$ cat config.mk
export PLATFORM = sky130hd
export DESIGN_NAME = alu_sequencer
export DESIGN_NICKNAME = d
export VERILOG_FILES = /design/src/rtl/alu_sequencer.sv
export SDC_FILE = /design/constraint.sdc
export NUM_CORES = 1
export LEC_CHECK = 0
export CORE_MARGIN = 2
export CORE_UTILIZATION = 52
export DETAILED_ROUTE_END_ITERATION = 7
export GPL_ROUTABILITY_DRIVEN = 0
export PLACE_DENSITY = 0.77
export SLEW_MARGIN = 40
export SYNTH_ARGS = -nofsm -noshare
export SYNTH_HDL_FRONTEND = slang
export SYNTH_SLANG_ARGS = --single-unit
$ cat constraint.sdc
create_clock -name clk -period 2.4 [get_ports clk]
set_clock_uncertainty 0.2 [all_clocks]
set_input_delay 0.48 -clock clk [delete_from_list [all_inputs] [get_ports clk]]
set_output_delay 0.48 -clock clk [all_outputs]
set_load 0.02 [all_outputs]
$ cat src/rtl/alu_sequencer.sv
// alu_sequencer: 4-state sequencer feeding an external ALU from an 8-entry register file; ports: clk/reset, instr_valid/instr_ready/instr handshake, alu_op/alu_in1/alu_in2 -> alu_out, done/result/result_rd writeback, dbg_addr -> dbg_data read port
module alu_sequencer #(
  parameter int WORD_WIDTH = 16
) (
  input  logic                  clk,
  input  logic                  reset,
  input  logic                  instr_valid,
  output logic                  instr_ready,
  input  logic [15:0]           instr,
  output logic [2:0]            alu_op,
  output logic [WORD_WIDTH-1:0] alu_in1,
  output logic [WORD_WIDTH-1:0] alu_in2,
  input  logic [WORD_WIDTH-1:0] alu_out,
  output logic                  done,
  output logic [WORD_WIDTH-1:0] result,
  output logic [2:0]            result_rd,
  input  logic [2:0]            dbg_addr,
  output logic [WORD_WIDTH-1:0] dbg_data
);
  typedef enum logic [1:0] {IDLE, ISSUE, WAIT, WRITE} state_t;
  state_t state_q, state_d;
  logic [WORD_WIDTH-1:0] rf_q [8];
  logic [2:0] alu_op_q, rd_q, result_rd_q;
  logic [WORD_WIDTH-1:0] alu_in1_q, alu_in2_q, result_q, wb_d;
  logic [7:0] imm_q;
  logic ldi_q, accept;
  logic unused_bits;
  assign unused_bits = ^instr[2:0];
  assign instr_ready = state_q == IDLE && !reset;
  assign accept = instr_ready && instr_valid;
  assign alu_op = alu_op_q;
  assign alu_in1 = alu_in1_q;
  assign alu_in2 = alu_in2_q;
  assign dbg_data = rf_q[dbg_addr];
  always_comb begin
    state_d = accept ? (instr[15] ? WRITE : ISSUE) :
              state_q == ISSUE ? WAIT :
              state_q == WAIT ? WRITE :
              state_q == WRITE ? IDLE : state_q;
    wb_d = ldi_q ? {{(WORD_WIDTH-8){1'b0}}, imm_q} : alu_out;
    // done is gated by reset so an aborted WRITE never pulses
    done = state_q == WRITE && !reset;
    // during WRITE the outgoing value is shown live; it is latched on leaving WRITE
    result = done ? wb_d : result_q;
    result_rd = done ? rd_q : result_rd_q;
  end
  always_ff @(posedge clk) begin
    if (reset) begin
      state_q <= IDLE;
      rf_q <= '{default: '0};
      alu_op_q <= '0;
      alu_in1_q <= '0;
      alu_in2_q <= '0;
      ldi_q <= 1'b0;
      rd_q <= '0;
      imm_q <= '0;
      result_q <= '0;
      result_rd_q <= '0;
    end else begin
      state_q <= state_d;
      if (accept) begin
        ldi_q <= instr[15];
        rd_q <= instr[15] ? instr[14:12] : instr[11:9];
        imm_q <= instr[7:0];
        // operands captured at accept time, so rd==rs sees pre-write values
        if (!instr[15]) begin
          alu_op_q <= instr[14:12];
          alu_in1_q <= rf_q[instr[8:6]];
          alu_in2_q <= rf_q[instr[5:3]];
        end
      end
      if (done) begin
        result_q <= wb_d;
        result_rd_q <= rd_q;
        if (rd_q != 3'd0) rf_q[rd_q] <= wb_d;
      end
    end
  end
endmodule

# Word level (Yosys, flattened, before mapping)
# Index checks and enable logic that the tools add are counted.
[word_totals]
inputBits = 38
output_inout_bits = 72
wordCells = 61
reg_bits = 196
[op_classes]
eq_ne = 3
n_reduce_logical = 10
magnitude_cmp = 5
n_bitwise = 5
n_mux = 21
[op_table]
columns = ["op", "count"]
rows = [
  ["$bmux W16 S3", 3],
  ["$mux W16", 9],
  ["$bwmux W128", 1],
  ["$demux W16 S3", 1],
  ["$ge A4 B4 Y1 const B", 4],
  ["$not A3 Y4", 4],
  ["$mux W2", 5],
  ["$mux W3", 2],
  ["$eq A2 B2 Y1 const B", 2],
  ["$logic_and A1 B1 Y1", 4],
  ["$lt A4 B1 Y1 const B", 1],
  ["$reduce_and A2 Y1", 2],
  ["$reduce_bool A4 Y1", 1],
  ["$reduce_bool A3 Y1", 1],
  ["$eq A2 B1 Y1 const B", 1],
  ["$logic_not A2 Y1", 1],
  ["$logic_not A1 Y1", 1],
  ["$not A1 Y1", 1],
]

# Depth between registers and ports, before layout
# Gate-level depths: netlist of the first run.
[depth]
word_depth = 6
depth_mapped = 7
depth_no_buf = 5

# Least setup slack after synthesis of the first run
# No wires, ideal clock.
[synth_timing]
kind = "input-to-output"
start = "input dbg_addr[0]"
end = "output dbg_data[7]"
path_buffers = 3
required_ns = 1.720
slack_ns = -0.073
stages = 5
t_arrival_ns = 1.793
path_cell_list = "buf_2 > buf_2 > buf_2 > mux4_2 > mux2_2"
[synth_via]
elab_chain_cells = 4
[synth_rtl]
columns = ["element", "line_no", "rtl"]
rows = [
  ["start, declared", "17", "input logic [2:0] dbg_addr,"],
  ["$not A3 Y4 (not written as such)", "34", "assign dbg_data = rf_q[dbg_addr];"],
  ["$bmux W16 S3", "34", ""],
  ["$mux W16 (not written as such) (2 in series)", "34", ""],
  ["end, declared", "18", "output logic [WORD_WIDTH-1:0] dbg_data"],
]
# Every way passes these cells. The select of a mux whose other input is x is not followed.

# Worst setup path in the final report of the first run
[layout_timing]
start = "input dbg_addr[0]"
end = "output dbg_data[9]"
# Same word-level chain as after synthesis.

==> impl_metrics.env, run 1 <==
export IMPL_cts_htree_levels=4
export IMPL_path_clk_slew_ns=0.07
export IMPL_start_util_pct=53.5
export IMPL_final_nets=1271
export IMPL_synth_seq_area_share_pct=37.4
export IMPL_ant_nets=0
export IMPL_hold_viol=0
export IMPL_r2r_slack_ns=0.10
export IMPL_relSlewSlack_pct=53.5
export IMPL_ys_warn_count=0
export IMPL_path_delay_family="multiplexers"
export IMPL_dp_cells=1461
export IMPL_grt_max_degree=89
export IMPL_portBuffers=109
export IMPL_final_max_slew_viol_count=0
export IMPL_grt_pass1_vias=9070
export IMPL_multi_input_area_sq_mm=0.00593
export IMPL_crit_required_ns=1.72
export IMPL_ys_types=40
export IMPL_regToRegStartpoint="state_q[0]$_SDFFE_PP0P_"
export IMPL_final_layout_size_suffix_gt1_share_pct=28.9
export IMPL_io_pins=110
export IMPL_clock_path_buffers=2
export IMPL_cts_tree="built"
export IMPL_dp_hpwl_um=21400
export IMPL_fmax_ghz=0.409
export IMPL_firstDrtPassIters=6
export IMPL_crit_path_start_kind="input port"
export IMPL_netlist_area_sq_mm=0.0105
export IMPL_slowest_stage="mux4_2"
export IMPL_antennaDiodeCount=0
export IMPL_syn_inst=1073
export IMPL_rsz0062_at_grt="yes"
export IMPL_fin_cells=1507
export IMPL_setup_tns_final_ns=-0.0805
export IMPL_worstSkewPairLatency_ns=0.44
export IMPL_cts_buffers_inserted=17
export IMPL_crit_start="dbg_addr[0]"
export IMPL_seq_area_sq_mm=0.00398
export IMPL_min_path_cells=2
export IMPL_core_area_sq_mm=0.0196
export IMPL_routed_wl_um=32700
export IMPL_dr_total_vias=9689
export IMPL_grt_overflow_total=0
export IMPL_worstSetupPathType="in2out"
export IMPL_endpoint_kind="output pin"
export IMPL_die_area_sq_mm=0.0213
export IMPL_violations="negative setup slack"
export IMPL_crit_fanout=5
export IMPL_wl_per_cell_um=21.7
export IMPL_tightest_slew_ns=0.695
export IMPL_ir_worst_vdd_uv=599
export IMPL_drt_iter0_drc=1364
export IMPL_syn_area_per_cell_sq_um=9.77
export IMPL_fillCellCount=1465
export IMPL_period_minus_slack_ns=2.45
export IMPL_hold_path_end="result_q[0]$_SDFF_PP0_"
export IMPL_critPathMaxStageDelay_ns=0.51
export IMPL_crit_top_cell="buf_6"
export IMPL_grt_util_all_layers_pct=29.9
export IMPL_power_leakage_nw=5.17
export IMPL_syn_num_nets=1115
export IMPL_hp_class="reg2reg"
export IMPL_min_from="result_q[0]$_SDFF_PP0_"
export IMPL_fp_dieH_um=146
export IMPL_finalCritPeriodShare_pct=102
export IMPL_finalSetupViolCount=5
export IMPL_r2r_cells=6
export IMPL_setup_ws_ns=-0.0471
export IMPL_drc=0
export IMPL_grt_pass1_wl_um=50900
export IMPL_cts_sinks=196
export IMPL_cts_root_buf="clkbuf_16"
export IMPL_cap_violations=0
export IMPL_areaGrowthSynthToFinish_pct=26.6
export IMPL_die_w_um=146
export IMPL_antenna_found_initial=0
export IMPL_path_cells="buf_12 -> buf_8 -> buf_6 -> mux4_2 -> mux2_4 -> buf_6"
export IMPL_pre_cts_slack_ns=-0.867
export IMPL_worstReg2RegEnd="rf_q[56]$_SDFFE_PP0P_"
export IMPL_critical_path_arrival_ns=1.77
export IMPL_rows=51
export IMPL_p_total_mw=8.07
export IMPL_yosys_register_bits=196
export IMPL_outcome="complete, but fails checks"
export IMPL_cp_num_buf_inv=4
export IMPL_power_per_cell_area_mw_per_mm2=608
export IMPL_viasPerCell=6.43
worst reg2reg max path: cells and delay by family (launching register included):
kind                       cells  cell delay [ns]
and+or+nand+nor                1             0.54
AOI/OAI and AO/OA              2             0.46
buffers and inverters          2             0.44
DFF                            1             0.38
adders and majority gates      1             0.16
registers in the layout (all words and copies together), names as in the netlist:
register     count
alu_in1         16
alu_in2         16
alu_op           3
imm_q            8
ldi_q            1
rd_q             3
result_q        16
result_rd_q      3
rf_q           128
state_q          2
what timing repair did:
action,in CTS,in global routing
endpoints found under the hold margin,0,0
hold buffers,0,0
setup endpoints to repair,46,27
gates resized for setup,196,49
cloned,2,0
buffers inserted,9,4
report_power, final:
part           total, mW  switching (mW)  internal [mW]
combinational       1.59           0.919          0.671
clock               3.01            1.26           1.74
sequential          3.47          0.0950           3.37
worst max path at each step:
stage	slack [ns]	endpoint	cells past startpoint
detailed placement	-0.87	dbg_data[8]	6
global placement	-0.80	dbg_data[9]	6
global route	-0.05	dbg_data[9]	6
finish	-0.05	dbg_data[9]	6
CTS	-0.01	dbg_data[8]	3
floorplan	0.02	dbg_data[7]	5
logic make-up after synthesis:
family | after synthesis | synth area share [%]
compound gates | 313 | 18.0
simple gates | 267 | 12.8
flops | 196 | 37.4
mux | 168 | 24.6
buf+inv | 125 | 6.66
fa+ha+maj | 4 | 0.478
cell usage in the layout (no fill, tap or decap), types with 4 or more instances in the layout:
cell type        synthesis  layout
clkbuf_8                 5       4
nor2_2                   3       5
nor2_1                  22      20
mux2i_1                 88      87
buf_4                    0     129
a211oi_1                61      61
inv_1                    5       4
dfxtp_2                  0      38
clkdlybuf4s15_2          0       6
buf_8                    2       4
mux2_4                   0      10
nand3_1                 57      57
clkinv_2                 0       4
buf_6                    8      14
buf_12                   2      15
a32o_1                  32      32
mux4_1                  20      20
mux2_2                  16       6
dfxtp_1                196     155
nor2b_1                 27      25
mux4_2                  44      44
buf_2                   41      18
clkdlybuf4s50_1          0      66
nand2_1                 91      91
or2_2                   21      21
a21oi_1                153     153
nand2b_1                19      18
or2_0                   12      12
o21ai_0                 65      65
clkbuf_16                0      17
per-stage QoR:
stage	hold WS (ns)	area, sq um	util (%)
2_1_floorplan	0.244	10500	-
3_3_place_gp	0.251	12400	63.2
3_5_place_dp	0.256	12400	63.2
4_1_cts	0.268	13100	67.1
5_1_grt	0.289	13300	67.7
6_report	0.266	13300	67.7
final cells by class:
cell class,instances,share of cell area [%]
Clock buffer,23,3.68
Clock inverter,9,0.943
Inverter,5,0.142
Multi-Input combinational cell,752,44.7
Sequential cell,196,30.0
Tap cell,265,2.50
Timing Repair Buffer,257,18.0
routing by layer:
metal	vias to the layer above	share of wire [%]	global-route usage, %
met5	-	0	0
met4	0	3.4	10.9
met3	99	12	7.62
met2	735	43	43.5
met1	4569	42	42.8
li1	4286	-	-
cells in the mapped netlist, drive strengths merged:
master          n  area share [%]
mux4           64              14
buf            56             3.6
o21ba           1           0.096
a32o           32             3.1
nand3b          3            0.21
or2            33             2.0
dfxtp         196              37
inv             5            0.18
nor2b          27             1.6
o21ai          66             3.2
mux2           16             1.7
ha              4            0.48
and2b           2            0.17
dlymetal6s2s    1            0.12
nand2          91             3.3
a211oi         61             4.4
a21oi         153             7.3
nor4b           1           0.084
or4             1           0.072
clkbuf         63             2.8
or3b            1           0.084
and3b           2            0.17
nand3          57             2.7
nor2           25            0.97
and2            3            0.20
nand2b         19             1.1
nor3b           1           0.072
nand4bb         1            0.11
mux2i          88             8.4
Power figures use the tool's default switching activity.
==> run 2, diff against run 1 <==
Settings changed: ABC_AREA set to 1.
==> run 2 against run 1 <==
  * The flow still finishes with violations (negative setup slack)
  * Largest cell class unchanged
  * Cell count is 38% higher
  * Combinational power is 23% higher
  * Fmax is 0.24% higher
  * Synthesized cell count is 59% higher
  * Design area is 1.4% lower
  * Worst hold slack worse by 0.015 ns
  * Power is 0.76% higher
  * Synthesized area is 0.47% higher
==> impl_metrics.env, run 2 <==
export IMPL_worstSkewPairLatency_ns=0.45
export IMPL_synth_top_cell_area_share_pct=37.3
export IMPL_switching_share_pct=31.9
export IMPL_worstSetupPathType="reg2out"
export IMPL_cts_root_buf="clkbuf_16"
export IMPL_endpoint_kind="output pin"
export IMPL_rows=52
export IMPL_r2r_slack_ns=0.07
export IMPL_cts_sinks=196
export IMPL_worstReg2RegEnd="rf_q[84]$_SDFFE_PP0P_"
export IMPL_period_minus_slack_ns=2.44
export IMPL_setup_ws_ns=-0.0413
export IMPL_clock_path_buffers=2
export IMPL_switchingPower_mw=2.59
export IMPL_finalCritPeriodShare_pct=102
export IMPL_cts_hold_buffers_added=0
export IMPL_power_frac_comb_pct=24.1
export IMPL_layout_common_cells="nand2_1, nand3_1, dfxtp_1"
export IMPL_netlist_top_cells_area="dfxtp_1, nand2_1, nand3_1"
export IMPL_portBuffers=109
export IMPL_violations="negative setup slack"
export IMPL_final_nets=1845
export IMPL_worst_hold_slack_ns=0.251
export IMPL_final_common_cell="nand2_1"
export IMPL_critical_path_endpoint="result[6]"
export IMPL_drc=0
export IMPL_wl_per_cell_um=18.3
export IMPL_viasPerCell=5.79
export IMPL_regToRegStartpoint="state_q[0]$_SDFFE_PP0P_"
export IMPL_synthArstFlopShare_pct=0
export IMPL_finalSetupViolCount=4
export IMPL_grt_overflow_total=0
export IMPL_grt_util_all_layers_pct=35.0
export IMPL_fin_util_pct=65.2
export IMPL_p_seq_share_pct=42.6
export IMPL_fp_dieH_um=146
export IMPL_syn_area_per_cell_sq_um=6.18
export IMPL_hold_viol=0
export IMPL_drt_iter0_drc=1637
export IMPL_path_cells="ha_4 -> inv_4 -> nor2_4 -> buf_6 -> buf_8 -> nand3_2 -> o21ai_2 -> inv_1 -> buf_6"
export IMPL_grt_pass1_vias=11100
export IMPL_dr_total_vias=12100
export IMPL_synth_edf_count=0
export IMPL_synth_seq_area_share_pct=37.3
export IMPL_dp_hpwl_um=24600
export IMPL_tightest_slew_ns=0.728
export IMPL_syn_inst=1704
export IMPL_die_area_sq_mm=0.0214
export IMPL_die_w_um=146
export IMPL_crit_start="state_q[0]$_SDFFE_PP0P_"
export IMPL_ys_warn_count=0
export IMPL_ys_types=23
export IMPL_synth_largest_area_cell="dfxtp_1"
export IMPL_relSlewSlack_pct=51.5
export IMPL_ant_nets=0
export IMPL_core_area_sq_mm=0.0200
export IMPL_cts_buffers_inserted=17
export IMPL_largest_reg_flops=128
export IMPL_yosys_most_used_dff="dfxtp_1"
export IMPL_crit_top_cell="buf_6"
export IMPL_hp_class="reg2reg"
export IMPL_syn_num_nets=1746
export IMPL_power_leakage_nw=6.13
export IMPL_antenna_found_initial=0
export IMPL_critPathMaxStageDelay_ns=0.35
export IMPL_internal_power_mw=5.54
export IMPL_netlist_area_sq_mm=0.0105
export IMPL_crit_fanout=4
export IMPL_antennaDiodeCount=0
export IMPL_outcome="complete, but fails checks"
export IMPL_ir_worst_vdd_uv=518
export IMPL_cts_htree_levels=4
export IMPL_yosys_cell_count_top_type="nand2_1"
export IMPL_slowest_stage="dfxtp_2"
export IMPL_final_area_sq_mm=0.0131
export IMPL_yosys_register_bits=196
export IMPL_dp_cells=2037
export IMPL_r2r_cells=8
export IMPL_placed_cell_area_sq_mm=0.0122
export IMPL_grt_pass1_wl_um=59100
export IMPL_cap_violations=0
export IMPL_p_total_mw=8.13
export IMPL_grt_max_degree=75
export IMPL_crit_required_ns=1.72
export IMPL_firstDrtPassIters=6
export IMPL_fmax_ghz=0.410
export IMPL_power_per_cell_area_mw_per_mm2=622
export IMPL_largest_register="rf_q"
export IMPL_start_util_pct=52.5
export IMPL_fin_cells=2086
export IMPL_crit_path_start_kind="register"
export IMPL_final_layout_size_suffix_gt1_share_pct=12.2
export IMPL_final_max_slew_viol_count=0
export IMPL_p_clk_share_pct=33.2
export IMPL_synthTopCellsByCount="nand2_1, nand3_1, dfxtp_1"
export IMPL_path_clk_slew_ns=0.07
export IMPL_areaGrowthSynthToFinish_pct=24.2
export IMPL_critical_path_arrival_ns=1.76
export IMPL_cts_tree="built"
export IMPL_rsz0062_at_grt="yes"
export IMPL_routed_wl_um=38200
export IMPL_io_pins=110
-- run 2: worst min-delay path by stage --
stage,from,end,slack [ns],cells after the start
6_report,alu_in1[9]$_SDFFE_PP0P_,alu_in1[9]$_SDFFE_PP0P_,0.25,2
3_3_place_gp,alu_op[1]$_SDFFE_PP0P_,alu_op[1]$_SDFFE_PP0P_,0.23,2
3_5_place_dp,alu_op[1]$_SDFFE_PP0P_,alu_op[1]$_SDFFE_PP0P_,0.24,2
5_1_grt,alu_in1[4]$_SDFFE_PP0P_,alu_in1[4]$_SDFFE_PP0P_,0.27,2
2_1_floorplan,rf_q[112]$_SDFFE_PP0P_,rf_q[112]$_SDFFE_PP0P_,0.24,2
4_1_cts,alu_in2[14]$_SDFFE_PP0P_,alu_in2[14]$_SDFFE_PP0P_,0.25,2
-- run 2: power by group through the flow --
| stage | clock [mW] | sequential, mW | combinational [mW] |
|---|---|---|---|
| finish | 2.70 | 3.47 | 1.96 |
| global route | 2.84 | 3.48 | 2.11 |
| CTS | 2.69 | 3.46 | 1.86 |
| detailed placement | 0 | 3.53 | 1.82 |
| global placement | 0 | 3.52 | 1.78 |
| floorplan | 0 | 3.58 | 0.930 |
-- run 2: repair_timing --
item                                    CTS  global route
setup buffers                            13             4
gates cloned                              2             2
gates resized for setup                 168            77
pin swaps                                 2            11
endpoints found under the setup margin   37            35
-- run 2: kinds of logic (layout without fill, tap and decap cells) --
kind of cell               count (synthesis)  count (layout)  share of synthesized area, %
and+or+nand+nor                          851             852                          34.0
AOI/OAI and AO/OA                        349             349                          16.7
DFF                                      196             196                          37.3
adders and majority gates                  4               4                         0.475
buffers and inverters                    304             415                          11.6
-- run 2: worst max-delay path, delay by kind of cell (launching register included) --
family / cells / cell delay, ns
compound gates: 1 / 0.09
flops: 1 / 0.35
simple gates: 2 / 0.20
buf+inv: 5 / 0.52
fa+ha+maj: 1 / 0.16
-- run 2: per-stage QoR --
stage | worst slack, ns | setup TNS (ns)
6_report | -0.0413 | -0.0537
5_1_grt | -0.0814 | -0.404
4_1_cts | -0.0902 | -0.475
3_5_place_dp | -0.732 | -13.81
3_3_place_gp | -0.712 | -13.40
2_1_floorplan | 0.277 | 0
-- run 2: routing by layer --
| layer | global-route usage [%] | share of wire (%) |
|---|---|---|
| met1 | 44.3 | 37 |
| met5 | 0 | 0 |
| met3 | 7.69 | 12 |
| met4 | 20.9 | 6.1 |
| met2 | 55.0 | 45 |
-- run 2: cell type report --
| type | instances | area [sq um] |
|---|---|---|
| multi-input combinational | 1205 | 5570 |
| sequential | 196 | 3930 |
| clock buffer | 22 | 464 |
| tap | 270 | 338 |
| clock inverter | 10 | 73.8 |
| inverter | 180 | 678 |
| timing repair buffer | 203 | 2030 |
| fill | 1799 | 6970 |
